===== config.mk =====
export PLATFORM = sky130hd
export DESIGN_NAME = move_cmd_queue_flat
export DESIGN_NICKNAME = d
export VERILOG_FILES = /design/src/rtl/move_cmd_queue_if.sv /design/src/rtl/move_cmd_queue.sv /design/src/flat_wrapper.sv
export SDC_FILE = /design/constraint.sdc
export NUM_CORES = 1
export LEC_CHECK = 0
export ABC_AREA = 0
export CORE_ASPECT_RATIO = 0.6
export CORE_MARGIN = 2
export CORE_UTILIZATION = 55
export CTS_CLUSTER_SIZE = 10
export DETAILED_ROUTE_END_ITERATION = 10
export GPL_ROUTABILITY_DRIVEN = 0
export PLACE_DENSITY = 0.78
export SLEW_MARGIN = 0
export SYNTH_ARGS = -nofsm -noshare
export SYNTH_HDL_FRONTEND = slang
export SYNTH_SLANG_ARGS = --single-unit
export TNS_END_PERCENT = 20

===== constraint.sdc =====
create_clock -name clk1k -period 2.8 [get_ports clk1k]
set_clock_uncertainty 0.05 [all_clocks]
set_input_delay 0.56 -clock clk1k [delete_from_list [all_inputs] [get_ports clk1k]]
set_output_delay 0.56 -clock clk1k [all_outputs]
set_load 0.05 [all_outputs]

===== src/rtl/move_cmd_queue_if.sv =====
// Engine-side command handshake of the move command queue.
// The queue drives valid/code/fill; the engine drives ready.
interface move_cmd_queue_if #(
  parameter int DEPTH = 4
) ();
  logic                     cmd_valid;
  logic                     cmd_ready;
  logic [1:0]               cmd_code;
  logic [$clog2(DEPTH):0]   fill;

  modport master (output cmd_valid, output cmd_code, output fill, input cmd_ready);
  modport slave  (input cmd_valid, input cmd_code, input fill, output cmd_ready);
endinterface


===== src/rtl/move_cmd_queue.sv =====
// Merges key pulses and a gravity tick, serialises them by priority
// (rot > left > right > down) into a small FIFO feeding the game engine.
module move_cmd_queue #(
  parameter int DEPTH   = 4,
  parameter int DROP_MS = 500
) (
  input  logic              clk1k,
  input  logic              rst_n,
  input  logic              k_left,
  input  logic              k_right,
  input  logic              k_rot,
  input  logic              k_down,
  input  logic              drop_en,
  move_cmd_queue_if.master  cmd
);
  localparam int AW = $clog2(DEPTH);
  localparam int FW = AW + 1;
  localparam int GW = $clog2(DROP_MS);

  logic [1:0]    mem [DEPTH];
  logic [AW-1:0] wr_ptr, rd_ptr;
  logic [FW-1:0] fill_q;
  logic [3:0]    pend;
  logic [GW-1:0] gcnt;

  logic       tick, push, pop;
  logic [3:0] eff, grant;
  logic [1:0] code;

  assign tick = drop_en && (gcnt == GW'(DROP_MS - 1));
  // bit 3 rot, bit 2 left, bit 1 right, bit 0 down
  assign eff  = pend | {k_rot, k_left, k_right, k_down | tick};
  assign push = (eff != 4'b0) && (fill_q < FW'(DEPTH));
  assign pop  = (fill_q != '0) && cmd.cmd_ready;

  always_comb begin
    grant = 4'b0000;
    code  = 2'b00;
    if (eff[3]) begin
      grant = 4'b1000; code = 2'b10;
    end else if (eff[2]) begin
      grant = 4'b0100; code = 2'b00;
    end else if (eff[1]) begin
      grant = 4'b0010; code = 2'b01;
    end else if (eff[0]) begin
      grant = 4'b0001; code = 2'b11;
    end
  end

  always_ff @(posedge clk1k or negedge rst_n) begin
    if (!rst_n) begin
      pend   <= '0;
      gcnt   <= '0;
      wr_ptr <= '0;
      rd_ptr <= '0;
      fill_q <= '0;
    end else begin
      // A blocked request stays pending, so nothing is dropped while full.
      pend <= push ? (eff & ~grant) : eff;
      if (!drop_en || k_down || tick) gcnt <= '0;
      else                            gcnt <= gcnt + 1'b1;
      if (push) wr_ptr <= wr_ptr + 1'b1;
      if (pop)  rd_ptr <= rd_ptr + 1'b1;
      case ({push, pop})
        2'b10:   fill_q <= fill_q + 1'b1;
        2'b01:   fill_q <= fill_q - 1'b1;
        default: fill_q <= fill_q;
      endcase
    end
  end

  always_ff @(posedge clk1k) begin
    if (push) mem[wr_ptr] <= code;
  end

  assign cmd.fill      = fill_q;
  assign cmd.cmd_valid = (fill_q != '0);
  assign cmd.cmd_code  = (fill_q != '0) ? mem[rd_ptr] : 2'b00;
endmodule


===== src/flat_wrapper.sv =====
// flat-port wrapper written by rule: the top's interface ports become plain ports
module move_cmd_queue_flat 
#(
  parameter int DEPTH   = 4,
  parameter int DROP_MS = 500
)
  (clk1k, rst_n, k_left, k_right, k_rot, k_down, drop_en, cmd_cmd_valid, cmd_cmd_code, cmd_fill, cmd_cmd_ready);
  move_cmd_queue_if #(.DEPTH(DEPTH)) cmd_i ();
  input  logic clk1k;
  input  logic rst_n;
  input  logic k_left;
  input  logic k_right;
  input  logic k_rot;
  input  logic k_down;
  input  logic drop_en;
  output wire logic [$bits(cmd_i.cmd_valid)-1:0] cmd_cmd_valid;
  output wire logic [$bits(cmd_i.cmd_code)-1:0] cmd_cmd_code;
  output wire logic [$bits(cmd_i.fill)-1:0] cmd_fill;
  input wire logic [$bits(cmd_i.cmd_ready)-1:0] cmd_cmd_ready;
  assign cmd_cmd_valid = cmd_i.cmd_valid;
  assign cmd_cmd_code = cmd_i.cmd_code;
  assign cmd_fill = cmd_i.fill;
  assign cmd_i.cmd_ready = cmd_cmd_ready;
  move_cmd_queue #(.DEPTH(DEPTH), .DROP_MS(DROP_MS)) u_core (.clk1k(clk1k), .rst_n(rst_n), .k_left(k_left), .k_right(k_right), .k_rot(k_rot), .k_down(k_down), .drop_en(drop_en), .cmd(cmd_i));
endmodule

# Word level (Yosys, flattened, before mapping)
# Memory sizes are Yosys's and may differ from the RTL's.
# Index checks and enable logic that the tools add are counted.
# Widths: inputs -> output; s select.
dict set report op_classes {
  add_sub_neg 5
  magnitude_cmp 1
  eq_ne 3
  n_mux 14
  bitwise 4
  n_reduce_logical 9
}
# cell n
set ops {}
lappend ops {{$mux 4} 4}
lappend ops {{$mux 2} 5}
lappend ops {{$add 9x1->9 const B} 1}
lappend ops {{$eq 9x9->1 const B} 1}
lappend ops {{$mux 9} 1}
lappend ops {{$pmux 3 s2} 1}
lappend ops {{$add 2x1->2 const B} 2}
lappend ops {{$and 4x4->4} 1}
lappend ops {{$not 4->4} 1}
lappend ops {{$or 4x4->4} 1}
lappend ops {{$reduce_bool 4->1} 1}
lappend ops {{$add 3x1->3 const B} 1}
lappend ops {{$logic_and 1x1->1} 3}
lappend ops {{$lt 3x3->1 const B} 1}
lappend ops {{$mux 1} 3}
lappend ops {{$reduce_bool 3->1} 1}
lappend ops {{$sub 3x1->3 const B} 1}
lappend ops {{$eq 2x1->1 const B} 1}
lappend ops {{$eq 2x2->1 const B} 1}
lappend ops {{$logic_or 1x1->1} 2}
lappend ops {{$reduce_bool 2->1} 1}
lappend ops {{$logic_not 1->1} 1}
lappend ops {{$or 1x1->1} 1}
dict set report word_totals {
  ff_bits 20
  mem_bits_rw 8
  word_cells 42
  memories 1
}
# name words word_bits read_ports rd_ports_with_merged_regs write_ports line_no
set memory_table {}
lappend memory_table {u_core.mem 4 2 1 0 1 move_cmd_queue.sv:20} ;# logic [1:0] mem [DEPTH];

# Depth between registers and ports, before layout
dict set report depth {
  depth_word 11
  depth_mapped 10
}

# Least setup slack after synthesis
# No wires, ideal clock.
dict set report synth_timing {
  path_kind {reg-to-reg}
  start {reg u_core.fill_q[2] (netlist: u_core.cmd.fill[2])}
  end {reg u_core.fill_q[2] (netlist: u_core.cmd.fill[2])}
  arrival_time_ns 2.398
  t_required_ns 2.600
  slack_ns 0.202
  path_stages_with_launch 9
  period_less_slack_ns 2.598
  path_cell_list {dfrtp_1 > or3_1 > and2_1 > ha_1 > inv_1 > fa_1 > xor2_1 > nor2_1 > xor2_1}
}
dict set report synth_via {
  elab_chain_cells 4
  elab_cells_between_ends 10
}
# element line_no
set synth_lines {}
lappend synth_lines {{start, declared} move_cmd_queue.sv:22} ;# logic [FW-1:0] fill_q;
lappend synth_lines {{start signal, assigned} move_cmd_queue.sv:65} ;# 2'b10: fill_q <= fill_q + 1'b1;
lappend synth_lines {{start signal, assigned} move_cmd_queue.sv:66} ;# 2'b01: fill_q <= fill_q - 1'b1;
lappend synth_lines {{start signal, assigned} move_cmd_queue.sv:67} ;# default: fill_q <= fill_q;
lappend synth_lines {{$reduce_bool 3->1 *} -}
lappend synth_lines {{via cmd_cmd_valid} flat_wrapper.sv:16} ;# output wire logic [$bits(cmd_i.cmd_valid)-1:0] cmd_cmd_valid;
lappend synth_lines {{$logic_and 1x1->1 *} move_cmd_queue.sv:34} ;# assign pop = (fill_q != '0) && cmd.cmd_ready;
lappend synth_lines {{via u_core.pop} move_cmd_queue.sv:26} ;# logic tick, push, pop;
lappend synth_lines {{$eq 2x1->1 / $eq 2x2->1 (equally long branches)} move_cmd_queue.sv:64} ;# case ({push, pop})
lappend synth_lines {{$pmux 3 s2 / $reduce_bool 2->1 (equally long branches)} -}
# Mark *: on every way through the listed nets, which the timed path passes. The rest lies on a longest branch.
# A chain may end at the register's enable or synchronous reset.

# Worst setup path after layout
dict set report layout_timing {
  start {reg u_core.rd_ptr[0]}
  end {out cmd_cmd_code[0]}
}
dict set report layout_via {
  elab_chain_cells 2
}
# element line_no
set layout_lines {}
lappend layout_lines {{start, declared} move_cmd_queue.sv:21} ;# logic [AW-1:0] wr_ptr, rd_ptr;
lappend layout_lines {{start signal, assigned} move_cmd_queue.sv:63} ;# if (pop) rd_ptr <= rd_ptr + 1'b1;
lappend layout_lines {{$mem_v2 4x2} -}
lappend layout_lines {{$mux 2} move_cmd_queue.sv:78} ;# assign cmd.cmd_code = (fill_q != '0) ? mem[rd_ptr] : 2'b00;
lappend layout_lines {{end, declared} flat_wrapper.sv:17} ;# output wire logic [$bits(cmd_i.cmd_code)-1:0] cmd_cmd_code;
# Every way passes these cells.

==> summary.md <==
| Metric | Value |
|---|---|
| Synth Instances | 108 |
| Maximum VDD drop | 0.0007173 V |
| Ant. Diodes | 0 |
| Power, Total | 1.584 mW |
| # setup viols final | 0 |
| Clock buffer depth | 2 |
| CTS root buf | clkbuf_8 |
| Setup CP Type | flop to primary output |
| Initial antenna violation count | 0 |
| Worst r2r dst | u_core.cmd.fill[2] |
| Critical path startpoint category | flop |
| Worst Setup SP | u_core.rd_ptr[0] |
| Dominant synthesized flop cell | dfrtp_1 |
| Min Tclk post-route | 2.688 ns |
| Fmax | 0.3721 GHz |
| Cell taking the most area after synthesis | dfrtp_1 |
| Site row count | 13 |
| DRT Pass-1 Iters | 4 |
| Pleak | 0.6654 nW |
| Total CTS buffers | 3 |
| Top cells by area, synth | dfrtp_1, edfxtp_1, ha_1 |
| RSZ-0062 raised after global routing | false |
| Die footprint | 0.002853 sq mm |
| Pin count of the biggest net entering global routing | 21 |
| Max-cap violations | 0 |
| Critical-path top delay cell | clkdlybuf4s50_1 |
| Via count | 834 |
| CP Capture Type | primary output |
| Register-to-Register Setup Slack | 0.47 ns |
| Fraction of registers with async set/reset | 0.7143 |
| Number of port buffers | 13 |
| Register area share after synthesis | 0.5543 |
| I/O pin cnt | 14 |
| Final period utilization | 0.9598 |
| Area grow syn2layout | 20.32% |
| Post-CTS Hold Fix Bufs | 0 |
| Hold Path Class | flop to flop |
| Final non-filler cell total | 162 |
| Filler cell count | 149 |
| Skew-Pair Late Insertion Delay | 0.27 ns |
| Hold Fails Final Rpt | 0 |
| Clock tree sinks | 28 |
| Count leader, synth | dfrtp_1 |
| Initial Util | 0.5997 |
| CP required | 2.19 ns |
| Rel. slew slack | 0.6660 |
| Die Y | 42.18 um |
| Yosys cell types | 27 |
| Post-Place Cells | 159 |
| Slew Viols, Final | 0 |
| Number of synthesized flops with an enable pin | 8 |
| Pwr Density | 985.0 mW/mm^2 |
| Area share of the largest cell type after synthesis | 0.3745 |
| Vias per cell | 5.148 |
| Cell depth of the worst flop-to-flop path | 10 |
| GRT overflow | 0 |
| Max incr delay on CP | 0.69 ns |
| CP endpoint | cmd_cmd_code[0] |
| CTS H-tree lvls | 1 |
| Synthesized area | 0.001336 sq mm |
| Maximum fanout along the worst path | 4 |
| DIE WIDTH | 67.64 um |
| Synth Net Count | 123 |
| Worst-path clk slew | 0.09 ns |
| CTS tree | done |
| Critical Path, Cell by Cell | mux4_2 -> and2_1 -> clkdlybuf4s50_1 |
| Nets | 149 |
| Routed wire per std cell | 14.03 um |
| Post-detail-place hpwl | 1.728 mm |
| Worst Path Arrival | 2.08 ns |
| Core Area | 0.002228 sq mm |
| Drt drc | 0 |
| Syn Area/Cell | 12.37 sq um |
| Flops & latches, synth | 28 |
| First-pass GRT wire length | 3.953 mm |
| Worst r2r src | u_core.gcnt[0] |
| Status | complete, no violations |
| Worst-Margin Slew | 0.5001 ns |
| Drt initial violations | 98 |
| Number of global-route vias before repair | 799 |
| Post-route ant nets | 0 |
| Final Util | 0.7215 |
| Most frequent cells after synthesis | dfrtp_1, nor2_1, edfxtp_1, inv_1, xnor2_1 |
| Total wire length | 2.273 mm |
| Warnings, synthesis | 0 |
| Fraction of layout cells with a size suffix above 1 | 0.1591 |
| GRT Util Overall | 0.1969 |
[cell type report]
class                      count  area (sq um)  area share
multi-input combinational     72         565.5      0.3518
clock buffer                   3         41.29     0.02568
sequential                    28         740.7      0.4607
inverter                       8         30.03     0.01868
tap                           30         37.54     0.02335
timing repair buffer          21         192.7      0.1198
[power by group]
part,leakage [nW],switching [mW],internal [mW]
combinational,0.324,0.436,0.330
clock,0.0216,0.111,0.0963
sequential,0.320,0.0709,0.539
total,0.665,0.618,0.966
[worst min-delay path by stage]
stage	from	to	depth (start not counted)
global placement	u_core.gcnt[0]	u_core.gcnt[0]	1
CTS	u_core.gcnt[0]	u_core.gcnt[0]	1
floorplan	rst_n	u_core.cmd.fill[0]	0
detailed placement	u_core.gcnt[0]	u_core.gcnt[0]	1
global route	u_core.gcnt[0]	u_core.gcnt[0]	1
finish	u_core.gcnt[0]	u_core.gcnt[0]	1
[timing repair]
action / in CTS / in global routing
gates resized for setup: 0 / 1
buffers inserted: 0 / 0
setup endpoints to repair: 0 / 1
[stage by stage]
stage / TNS, ns / worst slack (ns) / hold WS [ns] / cell area (sq um)
final: 0 / 0.1125 / 0.4448 / 1608
after global routing: 0 / 0.0004168 / 0.4863 / 1608
after CTS: 0 / 0.09036 / 0.4446 / 1605
after detailed placement: -0.05801 / -0.05801 / 0.4332 / 1564
after global placement: 0 / 0.05423 / 0.4207 / 1564
after floorplan: 0 / 0.2021 / 0.2144 / 1336
[registers in the layout, indices dropped and copies added, names as in the netlist]
register and cells:
u_core.cmd.fill 3, u_core.gcnt 9, u_core.mem 8, u_core.pend 4, u_core.rd_ptr 2, u_core.wr_ptr 2
[critical path: cells and delay by family (launching register included)]
kind / cells / cell delay [ns]
and+or+nand+nor: 1 / 0.16
buffers and inverters: 1 / 0.69
muxes: 1 / 0.51
DFF: 1 / 0.45
[cell usage in the layout (no fill, tap or decap)]
master            n
and2_2            3
buf_4             8
and4_1            1
a31oi_4           1
o21ai_0           1
nand2_1           4
or2_2             1
or3_1             1
edfxtp_1          8
nor3_1            1
clkdlybuf4s50_1  12
inv_1             8
and4bb_4          1
nor2_1           19
dlymetal6s2s_1    1
xor2_1            5
a41oi_4           1
and2_1            4
mux2i_1           1
a21oi_1           2
nand3_1           4
dfrtp_1          20
xnor2_1           8
nand3b_1          1
fa_1              1
nand4_1           2
ha_1              6
mux4_2            2
mux2_4            1
nor2b_1           1
clkbuf_8          3
[cell families (layout without fill, tap and decap cells)]
| family | Yosys count | count (layout) | synth area share |
|---|---|---|---|
| buffers and inverters | 8 | 32 | 0.02247 |
| adder cells (fa/ha/maj) | 7 | 7 | 0.07116 |
| multiplexers | 4 | 4 | 0.05243 |
| XOR/XNOR | 13 | 13 | 0.08521 |
| flip-flops | 28 | 28 | 0.5543 |
| AND/OR/NAND/NOR | 43 | 43 | 0.1667 |
| AO/OA/AOI/OAI | 5 | 5 | 0.04775 |
[routing by layer]
metal	routed length, um	share of wire	vias to the layer above	track usage
li1	-	-	411	-
met5	0	0	-	0
met1	1105	0.49	398	0.2989
met2	1008	0.44	23	0.2765
met3	145	0.064	2	0.06452
met4	14	0.0062	0	0.03673
No activity file was read; power rests on OpenSTA's default activity.
